`src/rtl/alu_pkg.sv`:
```
// Shared constants for the Hack-style ALU: ctrl bit positions, function codes
// and the stage-1 payload layout.
package alu_pkg;

    localparam int CTRL_ZX = 5;
    localparam int CTRL_NX = 4;
    localparam int CTRL_ZY = 3;
    localparam int CTRL_NY = 2;
    localparam int CTRL_F  = 1;
    localparam int CTRL_NO = 0;

    localparam logic [5:0] ALU_ZERO      = 6'b101010;
    localparam logic [5:0] ALU_ONE       = 6'b111111;
    localparam logic [5:0] ALU_NEG_ONE   = 6'b111010;
    localparam logic [5:0] ALU_X         = 6'b001100;
    localparam logic [5:0] ALU_Y         = 6'b110000;
    localparam logic [5:0] ALU_NOT_X     = 6'b001101;
    localparam logic [5:0] ALU_NEG_X     = 6'b001111;
    localparam logic [5:0] ALU_X_PLUS_1  = 6'b011111;
    localparam logic [5:0] ALU_X_MINUS_1 = 6'b001110;
    localparam logic [5:0] ALU_X_PLUS_Y  = 6'b000010;
    localparam logic [5:0] ALU_X_MINUS_Y = 6'b010011;
    localparam logic [5:0] ALU_Y_MINUS_X = 6'b000111;
    localparam logic [5:0] ALU_X_AND_Y   = 6'b000000;
    localparam logic [5:0] ALU_X_OR_Y    = 6'b010101;

    // Preset operands plus the two controls still needed by stage 2.
    typedef struct packed {
        logic [15:0] xp;
        logic [15:0] yp;
        logic        f;
        logic        no;
    } s1_payload_t;

endpackage

```
`src/rtl/alu_16bit_core.sv`:
```
// Stage-2 combinational datapath: add/and select, optional output inversion,
// and the zr/ng flags of the final result.
module alu_16bit_core (
    input  logic [15:0] xp,
    input  logic [15:0] yp,
    input  logic        f,
    input  logic        no,
    output logic [15:0] res,
    output logic        zr,
    output logic        ng
);

    logic [15:0] r;
    logic [15:0] r_n;

    // Carry out of the add is intentionally dropped (mod 2^16).
    assign r = f ? (xp + yp) : (xp & yp);

    not_16bit_chip u_not_no (
        .a (r),
        .y (r_n)
    );

    assign res = no ? r_n : r;
    assign zr  = (res == 16'h0000);
    assign ng  = res[15];

endmodule

```
`src/rtl/not_16bit_chip.sv`:
```
// 16-bit bitwise inverter, the shared building block for all ALU inversions.
module not_16bit_chip (
    input  logic [15:0] a,
    output logic [15:0] y
);

    assign y = ~a;

endmodule

```
`src/rtl/alu_16bit_pipe_chip.sv`:
```
// Two-stage valid/ready pipelined Hack ALU: S1 registers preset operands,
// S2 registers the result and flags.
module alu_16bit_pipe_chip
    import alu_pkg::*;
#(
    parameter int WIDTH = 16
) (
    input  logic             clk,
    input  logic             rst_n,
    input  logic             in_valid,
    output logic             in_ready,
    input  logic [WIDTH-1:0] x,
    input  logic [WIDTH-1:0] y,
    input  logic [5:0]       ctrl,
    output logic             out_valid,
    input  logic             out_ready,
    output logic [WIDTH-1:0] out,
    output logic             zr,
    output logic             ng
);

    s1_payload_t s1_d, s1_q;
    logic        s1_v_d, s1_v_q;
    logic        s2_v_d, s2_v_q;
    logic [15:0] out_d, out_q;
    logic        zr_d, zr_q;
    logic        ng_d, ng_q;

    logic        s1_adv, s2_adv;
    logic [15:0] x_z, x_zn, y_z, y_zn;
    logic [15:0] core_res;
    logic        core_zr, core_ng;

    assign s2_adv   = !s2_v_q || out_ready;
    assign s1_adv   = !s1_v_q || s2_adv;
    assign in_ready = s1_adv && rst_n;

    assign x_z = ctrl[CTRL_ZX] ? 16'h0000 : x;
    assign y_z = ctrl[CTRL_ZY] ? 16'h0000 : y;

    not_16bit_chip u_not_nx (
        .a (x_z),
        .y (x_zn)
    );

    not_16bit_chip u_not_ny (
        .a (y_z),
        .y (y_zn)
    );

    alu_16bit_core u_core (
        .xp  (s1_q.xp),
        .yp  (s1_q.yp),
        .f   (s1_q.f),
        .no  (s1_q.no),
        .res (core_res),
        .zr  (core_zr),
        .ng  (core_ng)
    );

    always_comb begin
        // NOTE: every _d starts as its held value so no path leaves one unassigned (no latch).
        s1_d   = s1_q;
        s1_v_d = s1_v_q;
        s2_v_d = s2_v_q;
        out_d  = out_q;
        zr_d   = zr_q;
        ng_d   = ng_q;
        if (s1_adv) begin
            s1_v_d  = in_valid;
            s1_d.xp = ctrl[CTRL_NX] ? x_zn : x_z;
            s1_d.yp = ctrl[CTRL_NY] ? y_zn : y_z;
            s1_d.f  = ctrl[CTRL_F];
            s1_d.no = ctrl[CTRL_NO];
        end
        if (s2_adv) begin
            s2_v_d = s1_v_q;
            out_d  = core_res;
            zr_d   = core_zr;
            ng_d   = core_ng;
        end
    end

    // NOTE: payload registers are reset too, because out/zr/ng must read 0 while in reset.
    always_ff @(posedge clk or negedge rst_n) begin
        if (!rst_n) begin
            s1_q   <= '0;
            s1_v_q <= 1'b0;
            s2_v_q <= 1'b0;
            out_q  <= '0;
            zr_q   <= 1'b0;
            ng_q   <= 1'b0;
        end else begin
            // NOTE: non-blocking so every flop updates from pre-edge values.
            s1_q   <= s1_d;
            s1_v_q <= s1_v_d;
            s2_v_q <= s2_v_d;
            out_q  <= out_d;
            zr_q   <= zr_d;
            ng_q   <= ng_d;
        end
    end

    assign out_valid = s2_v_q;
    assign out       = out_q;
    assign zr        = zr_q;
    assign ng        = ng_q;

endmodule
```
`config.mk`:
```
export PLATFORM = sky130hd
export DESIGN_NAME = alu_16bit_pipe_chip
export DESIGN_NICKNAME = d
export VERILOG_FILES = /design/src/rtl/alu_pkg.sv /design/src/rtl/alu_16bit_core.sv /design/src/rtl/not_16bit_chip.sv /design/src/rtl/alu_16bit_pipe_chip.sv
export SDC_FILE = /design/constraint.sdc
export NUM_CORES = 1
export LEC_CHECK = 0
export CAP_MARGIN = 20
export CORE_MARGIN = 2
export CORE_UTILIZATION = 35
export CTS_CLUSTER_SIZE = 10
export DETAILED_ROUTE_END_ITERATION = 16
export MAX_ROUTING_LAYER = met4
export REMOVE_ABC_BUFFERS = 1
export SYNTH_ARGS = -nofsm -noshare
export SYNTH_HDL_FRONTEND = slang
export SYNTH_HIERARCHICAL = 1
export SYNTH_SLANG_ARGS = --single-unit
export TNS_END_PERCENT = 10
```
`constraint.sdc`:
```
create_clock -name clk -period 8.9 [get_ports clk]
set_input_delay 1.335 -clock clk [delete_from_list [all_inputs] [get_ports clk]]
set_output_delay 1.335 -clock clk [all_outputs]
set_load 0.1 [all_outputs]
```
==> key figures, run 1 <==
Worst setup path
  • Slowest cell on crit path: clkdlybuf4s50_1
  • RR Startpoint: s1_q[2]
  • Critical path's largest stage delay: 1130 ps
  • Worst r2r path cells: 14
  • CP endpoint kind: output pin
  • Kind of critical path: in2out
  • R2R Path End: zr
  • CP Buf/Inv Count: 2
  • CP Data Arrival Time: 3510 ps
  • CP Data Required Time: 7570 ps
  • Crit-path cells: clkdlybuf4s50_1, nand3b_1, and2_1, clkdlybuf4s50_1
  • Max Fanout on Critical Path: 9
  • Startpoint types: primary input
  • Crit path max-delay family: buffers and inverters
  • Most frequent CP cell: clkdlybuf4s50_1
  • Critical Path Stages: 4
  • Reg2reg setup slack: 5420 ps

Pwr
  • Leakage: 0.002336 uW
  • Tot Pwr: 1270 uW
  • Power density cells: 233.1 nW/um^2
  • Maximum vdd drop: 0.08317 mV

Hold path
  • Hold endpoint: out[15]
  • Hold depth: 1
  • Worst Min Path Start: out[15]
  • Hold Path Class: reg2reg

Cells and area
  • Filler cell count in the final layout: 1278
  • Most common cell after layout, fill and taps aside: clkdlybuf4s50_1
  • Commonest non-fill, non-tap cells in the layout: 60 x clkdlybuf4s50_1, 54 x dfrtp_1, 51 x inv_1, 47 x nand2_1, 34 x a31oi_1
  • Final Cell Area: 5446 um^2
  • Layout cells sized above 1: 13.64%
  • Synth-to-layout area growth: 18.61%
  • Final std cells w/o fill: 722
  • Final net count: 608
  • # diodes: 0

Clock tree
  • CTS Sinks: 54
  • Insertion delay to the later sink of the worst-skew pair: 300 ps
  • Deepest clock path buffer count: 2
  • Reg clk slew, reported paths: 70 ps
  • Number of gates resized after CTS: 0
  • Root Buffer: clkbuf_16
  • H-tree level count: 2
  • Cts hold-fix bufs: 0
  • CTS Buf Count: 5
  • CTS tree: done
  • Post-CTS Setup Inserts: 0

Placement
  • IO buf count: 61
  • Dpl cell area: 5245 um^2
  • Place WS: 3519 ps
  • GPL Wtd Cong: 0.8665
  • Hpwl dp: 7390 um
  • Placed cells: 712

STA
  • Setup ws final: 4055 ps
  • Final setup viols: 0
  • Final Hold Violating Endpoints: 0
  • Slew Viols, Final: 0
  • Final TNS setup: 0 ps
  • Unrepaired setup endpoints after global routing: no
  • Tmin final: 4845 ps
  • Clock Skew: 11.08 ps
  • Fin crit share: 54.44%
  • Least-Margin Pin Slew: 973.7 ps
  • Slew headroom: 34.88%
  • Fmax: 206.4 MHz

GRT
  • First-pass GRT wire length: 17350 um
  • Number of antenna violations at the first check in global routing: 0
  • Remaining global-route overflow: 0
  • Number of global-route vias before repair: 3477
  • Largest net degree at the start of global routing: 56
  • GRT Total Usage: 15.19%

Floorplan
  • Die ar.: 14050 um^2
  • Die W: 118.5 um
  • Chip Height: 118.5 um
  • Core area: 12720 um^2
  • Num rows: 41
  • # IOs: 62
  • Effective utilization at floorplan: 36.09%

Synth
  • Yosys top cell area share: 29.43%
  • Synth area leader: dfrtp_1
  • Mean Syn Cell Area: 8.882 um^2
  • Sequential share of the synthesized area: 29.43%
  • Synth top area cells: dfrtp_1 29%, nor4bb_1 5.0%, or3b_1 5.0%
  • Post-synth ARST share: 100.0%
  • Distinct cells, synth: 64
  • Post-Syn Area: 4592 um^2
  • Synth Instances: 517
  • Ys Warns: 6
  • Post-synth EDFFs: 0
  • Top_reg_cell synth: dfrtp_1
  • Seq cells post-synth: 54

Drt
  • First-iteration detailed-routing DRC count: 143
  • Pre-Repair DR Iteration Count: 4
  • Routed len/inst: 14.23 um
  • Vias: 3720
  • # DRC: 0
  • Drt total wl: 10280 um
  • Final ANT Viol Nets: 0
  • Via/cell ratio: 5.152

Run
  • MaxCap Viol Count: 0

Status
  • Result of the run: finished clean
flip-flops by register name, indices dropped and copies added (netlist names):
name / cells
s1_v_q: 1
s1_q: 34
out: 16
ng: 1
out_valid: 1
zr: 1
cell usage after synthesis, types with 2 or more instances:
cell,number
and2_1,4
a31oi_1,34
and2b_1,16
o211ai_1,3
a211oi_1,3
or3_1,2
or3b_2,6
nand3_1,13
nor3b_1,4
buf_1,3
inv_1,51
nand2_1,47
nor2_1,12
o21ai_0,9
mux2_2,20
a221oi_1,2
nor4bb_1,23
or3b_1,26
a211o_1,4
xor2_1,5
nand2b_1,6
mux2_4,10
dfrtp_1,54
nor3_1,4
xnor2_1,8
buf_2,10
nand3b_1,4
a21o_1,10
buf_6,3
clkbuf_1,24
nor4_1,2
a21oi_1,16
and4bb_2,9
or2_2,6
ha_1,16
buf_4,2
a221o_1,2
a22o_1,2
nor2b_1,17
power by group:
group          internal [uW]  switching (uW)  total [uW]
clock                    115            96.9         212
combinational            257             464         722
sequential               297            38.4         336
stage by stage:
stage	util, %	hold WS [ps]
after CTS	42.48	514.0
after global placement	41.23	494.3
after global routing	42.81	528.1
final	42.81	508.1
after floorplan	-	533.5
after detailed placement	41.23	496.9
logic make-up after synthesis:
kind of cell             after synthesis  share of synthesized area [%]
AO/OA/AOI/OAI                        103                          16.27
AND/OR/NAND/NOR                      205                          30.00
XOR/XNOR                              13                          2.480
adder cells (fa/ha/maj)               17                          4.796
multiplexers                          31                          8.392
buffers and inverters                 94                          8.637
flip-flops                            54                          29.43
final cells by class:
| cell class | instances | area [um^2] | share of cell area [%] |
|---|---|---|---|
| Multi-Input combinational cell | 369 | 2844 | 52.22 |
| Sequential cell | 54 | 1351 | 24.81 |
| Timing Repair Buffer | 68 | 685.7 | 12.59 |
| Tap cell | 172 | 215.2 | 3.951 |
| Inverter | 51 | 191.4 | 3.515 |
| Clock buffer | 6 | 138.9 | 2.550 |
| Clock inverter | 2 | 20.02 | 0.3676 |
how the worst max path moves through the flow:
stage,startpoint,to
global placement,out_ready,in_ready
finish,out_ready,in_ready
CTS,out_ready,in_ready
global route,out_ready,in_ready
floorplan,out_valid,in_ready
detailed placement,out_ready,in_ready
per-layer routing:
metal / track usage [%] / vias to the layer above / wire, um
li1: - / 1899 / -
met1: 20.98 / 1737 / 5093
met2: 23.99 / 76 / 4766
met3: 1.544 / 8 / 332
met4: 3.646 / 0 / 85
met5: - / - / 0
Power figures use the tool's default switching activity.
==> inputs of run 2 (changes only) <==
==> constraint.sdc (replaced) <==
create_clock -name clk -period 4.1 [get_ports clk]
set_input_delay 0.615 -clock clk [delete_from_list [all_inputs] [get_ports clk]]
set_output_delay 0.615 -clock clk [all_outputs]
set_load 0.1 [all_outputs]
==> key figures, run 2 (same netlist as run 1, synthesis figures left out) <==
Status
  • Result of the run: finished clean

Cells and area
  • Final std cells w/o fill: 724 (+0.28%)
  • Max reg flops: 34 (unchanged)
  • Seq. cell area: 1351 um^2 (unchanged)
  • Final net count: 610 (+0.33%)
  • Multi-input logic area: 2844 um^2 (unchanged)
  • Commonest non-fill, non-tap cells in the layout: 59 x clkdlybuf4s50_1, 54 x dfrtp_1, 51 x inv_1, 47 x nand2_1, 34 x a31oi_1
  • Top reg by flops: s1_q
  • Filler cell count in the final layout: 1308 (+2.3%)
  • Most common cell after layout, fill and taps aside: clkdlybuf4s50_1
  • # diodes: 0 (unchanged)
  • Synth-to-layout area growth: 19.43%
  • Layout cells sized above 1: 14.13% (+0.49 points)

Clock tree
  • Insertion delay to the later sink of the worst-skew pair: 300 ps (about the same)
  • CTS Sinks: 54 (unchanged)
  • Deepest clock path buffer count: 2 (unchanged)
  • Root Buffer: clkbuf_16
  • Cts hold-fix bufs: 0 (unchanged)
  • CTS Buf Count: 5 (unchanged)
  • Reg clk slew, reported paths: 70 ps (about the same)
  • Number of gates resized after CTS: 0 (unchanged)
  • H-tree level count: 2 (unchanged)
  • CTS tree: done
  • Post-CTS Setup Inserts: 0 (unchanged)

Pwr
  • Tot Pwr: 2854 uW (+120%)
  • Comb pwr share: 55.0% (-1.9 points)
  • Switch share: 44.97% (-2.3 points)
  • Part of the power in registers: 25.3% (-1.1 points)
  • Clock Power Share: 19.7% (+3.0 points)
  • Leakage: 0.002358 uW (+0.92%)
  • NetSw: 1284 uW (+110%)
  • Pint: 1571 uW (+130%)
  • Maximum vdd drop: 0.1919 mV (+130%)
  • Power density cells: 520.5 nW/um^2 (+120%)

Worst setup path
  • Crit-path cells: ha_1, a21o_1, a221o_1, a221oi_2, o21ai_0, nand2_1, xor2_1, a21oi_1, inv_1, a22oi_1, nand3_1, nor4_2, mux2_2
  • Slowest cell on crit path: a221oi_2
  • Kind of critical path: reg2reg
  • Critical path's largest stage delay: 460 ps (-670 ps)
  • Startpoint types: flip-flop
  • CP endpoint kind: flip-flop
  • RR Startpoint: s1_q[24]
  • CP Data Required Time: 4340 ps (-3230 ps)
  • CP Launch Point: s1_q[24]
  • Max Fanout on Critical Path: 8 (-1)
  • CP Data Arrival Time: 3680 ps (+170 ps)

Placement
  • Placed cells: 716 (+0.56%)
  • GPL Wtd Cong: 0.8450 (-2.5%)
  • IO buf count: 61 (unchanged)
  • Hpwl dp: 7681 um (+3.9%)

Floorplan
  • Chip Height: 118.5 um (unchanged)
  • # IOs: 62 (unchanged)
  • Core area: 12720 um^2 (unchanged)
  • Die ar.: 14050 um^2 (unchanged)
  • Effective utilization at floorplan: 36.09% (unchanged)
  • Num rows: 41 (unchanged)
  • Die W: 118.5 um (unchanged)

STA
  • Hold_ws: 457.9 ps (-50.12 ps)
  • Final TNS setup: 0 ps (unchanged)
  • Clock Skew: 6.103 ps (-4.974 ps)
  • Final setup viols: 0 (unchanged)
  • Slew Viols, Final: 0 (unchanged)
  • Unrepaired setup endpoints after global routing: no
  • Fmax: 290.0 MHz
  • Final Hold Violating Endpoints: 0 (unchanged)
  • Slew headroom: 34.88% (about the same)
  • Tmin final: 3449 ps
  • Least-Margin Pin Slew: 973.7 ps (+0.02855 ps)
  • Fin crit share: 84.12%

GRT
  • Remaining global-route overflow: 0 (unchanged)
  • GRT Total Usage: 15.55% (+0.36 points)
  • Largest net degree at the start of global routing: 55 (-1.8%)
  • Number of antenna violations at the first check in global routing: 0 (unchanged)
  • First-pass GRT wire length: 17820 um (+2.7%)
  • Number of global-route vias before repair: 3521 (+1.3%)

Drt
  • First-iteration detailed-routing DRC count: 163 (+14%)
  • Drt total wl: 10360 um (+0.77%)
  • Via/cell ratio: 5.202 (+0.96%)
  • Pre-Repair DR Iteration Count: 4 (unchanged)
  • Routed len/inst: 14.30 um (+0.49%)
  • Final ANT Viol Nets: 0 (unchanged)
  • Vias: 3766 (+1.2%)
  • # DRC: 0 (unchanged)

Run
  • MaxCap Viol Count: 0 (unchanged)

Hold path
  • Hold Path Class: in2async
## run 2: cell count changes in the layout (fill, tap and decap cells not counted), sizes merged
cell	before	now
inv	53	51
clkdlybuf4s50	60	59
bufinv	0	2
buf	8	11
## run 2: final timing paths
path / end / slack (ps) / cells past startpoint
worst max-delay path: zr / 650 / 13
worst min-delay path: s1_q[3] / 460 / 2
worst max register to register: zr / 650 / 13
worst min register to register: ng / 510 / 1
max in group asynchronous: zr / 3180 / 2
min in group clk: ng / 510 / 1
## run 2: routing by layer
layer  global-route usage, %  vias up  share of wire [%]
met1                   21.22     1753                 49
met3                   1.979        4                3.9
met5                       -        -                  0
met4                   4.092        0               0.76
li1                        -     1927                  -
met2                   24.39       82                 47
## run 2: power groups by stage
stage                     clock, uW  sequential (uW)  combinational, uW
after global routing            591              742               1680
after global placement            0              733               1540
after CTS                       575              726               1570
final                           561              723               1570
after floorplan                   0             1240                679
after detailed placement          0              737               1570
## run 2: worst max-delay path: cells and delay by family (launching register included)
family | cells | cell delay [ps]
flip-flops | 1 | 390
AO/OA/AOI/OAI | 6 | 1640
AND/OR/NAND/NOR | 3 | 610
multiplexers | 1 | 200
XOR/XNOR | 1 | 70
buffers and inverters | 1 | 50
adder cells (fa/ha/maj) | 1 | 420
## run 2: metrics by stage
step / cell area, um^2 / setup WS (ps) / util, %
2_1_floorplan: 4387 / 524.7 / -
3_3_place_gp: 5285 / 806.1 / 41.54
3_5_place_dp: 5285 / 695.1 / 41.54
4_1_cts: 5484 / 659.3 / 43.11
5_1_grt: 5484 / 428.5 / 43.11
6_report: 5484 / 651.3 / 43.11
## run 2: area by class of cell
class / count / share of cell area [%]
clock buffer: 6 / 2.533
tap: 172 / 3.924
multi-input combinational: 369 / 51.86
clock inverter: 2 / 1.095
sequential: 54 / 24.64
inverter: 51 / 3.491
timing repair buffer: 70 / 12.46
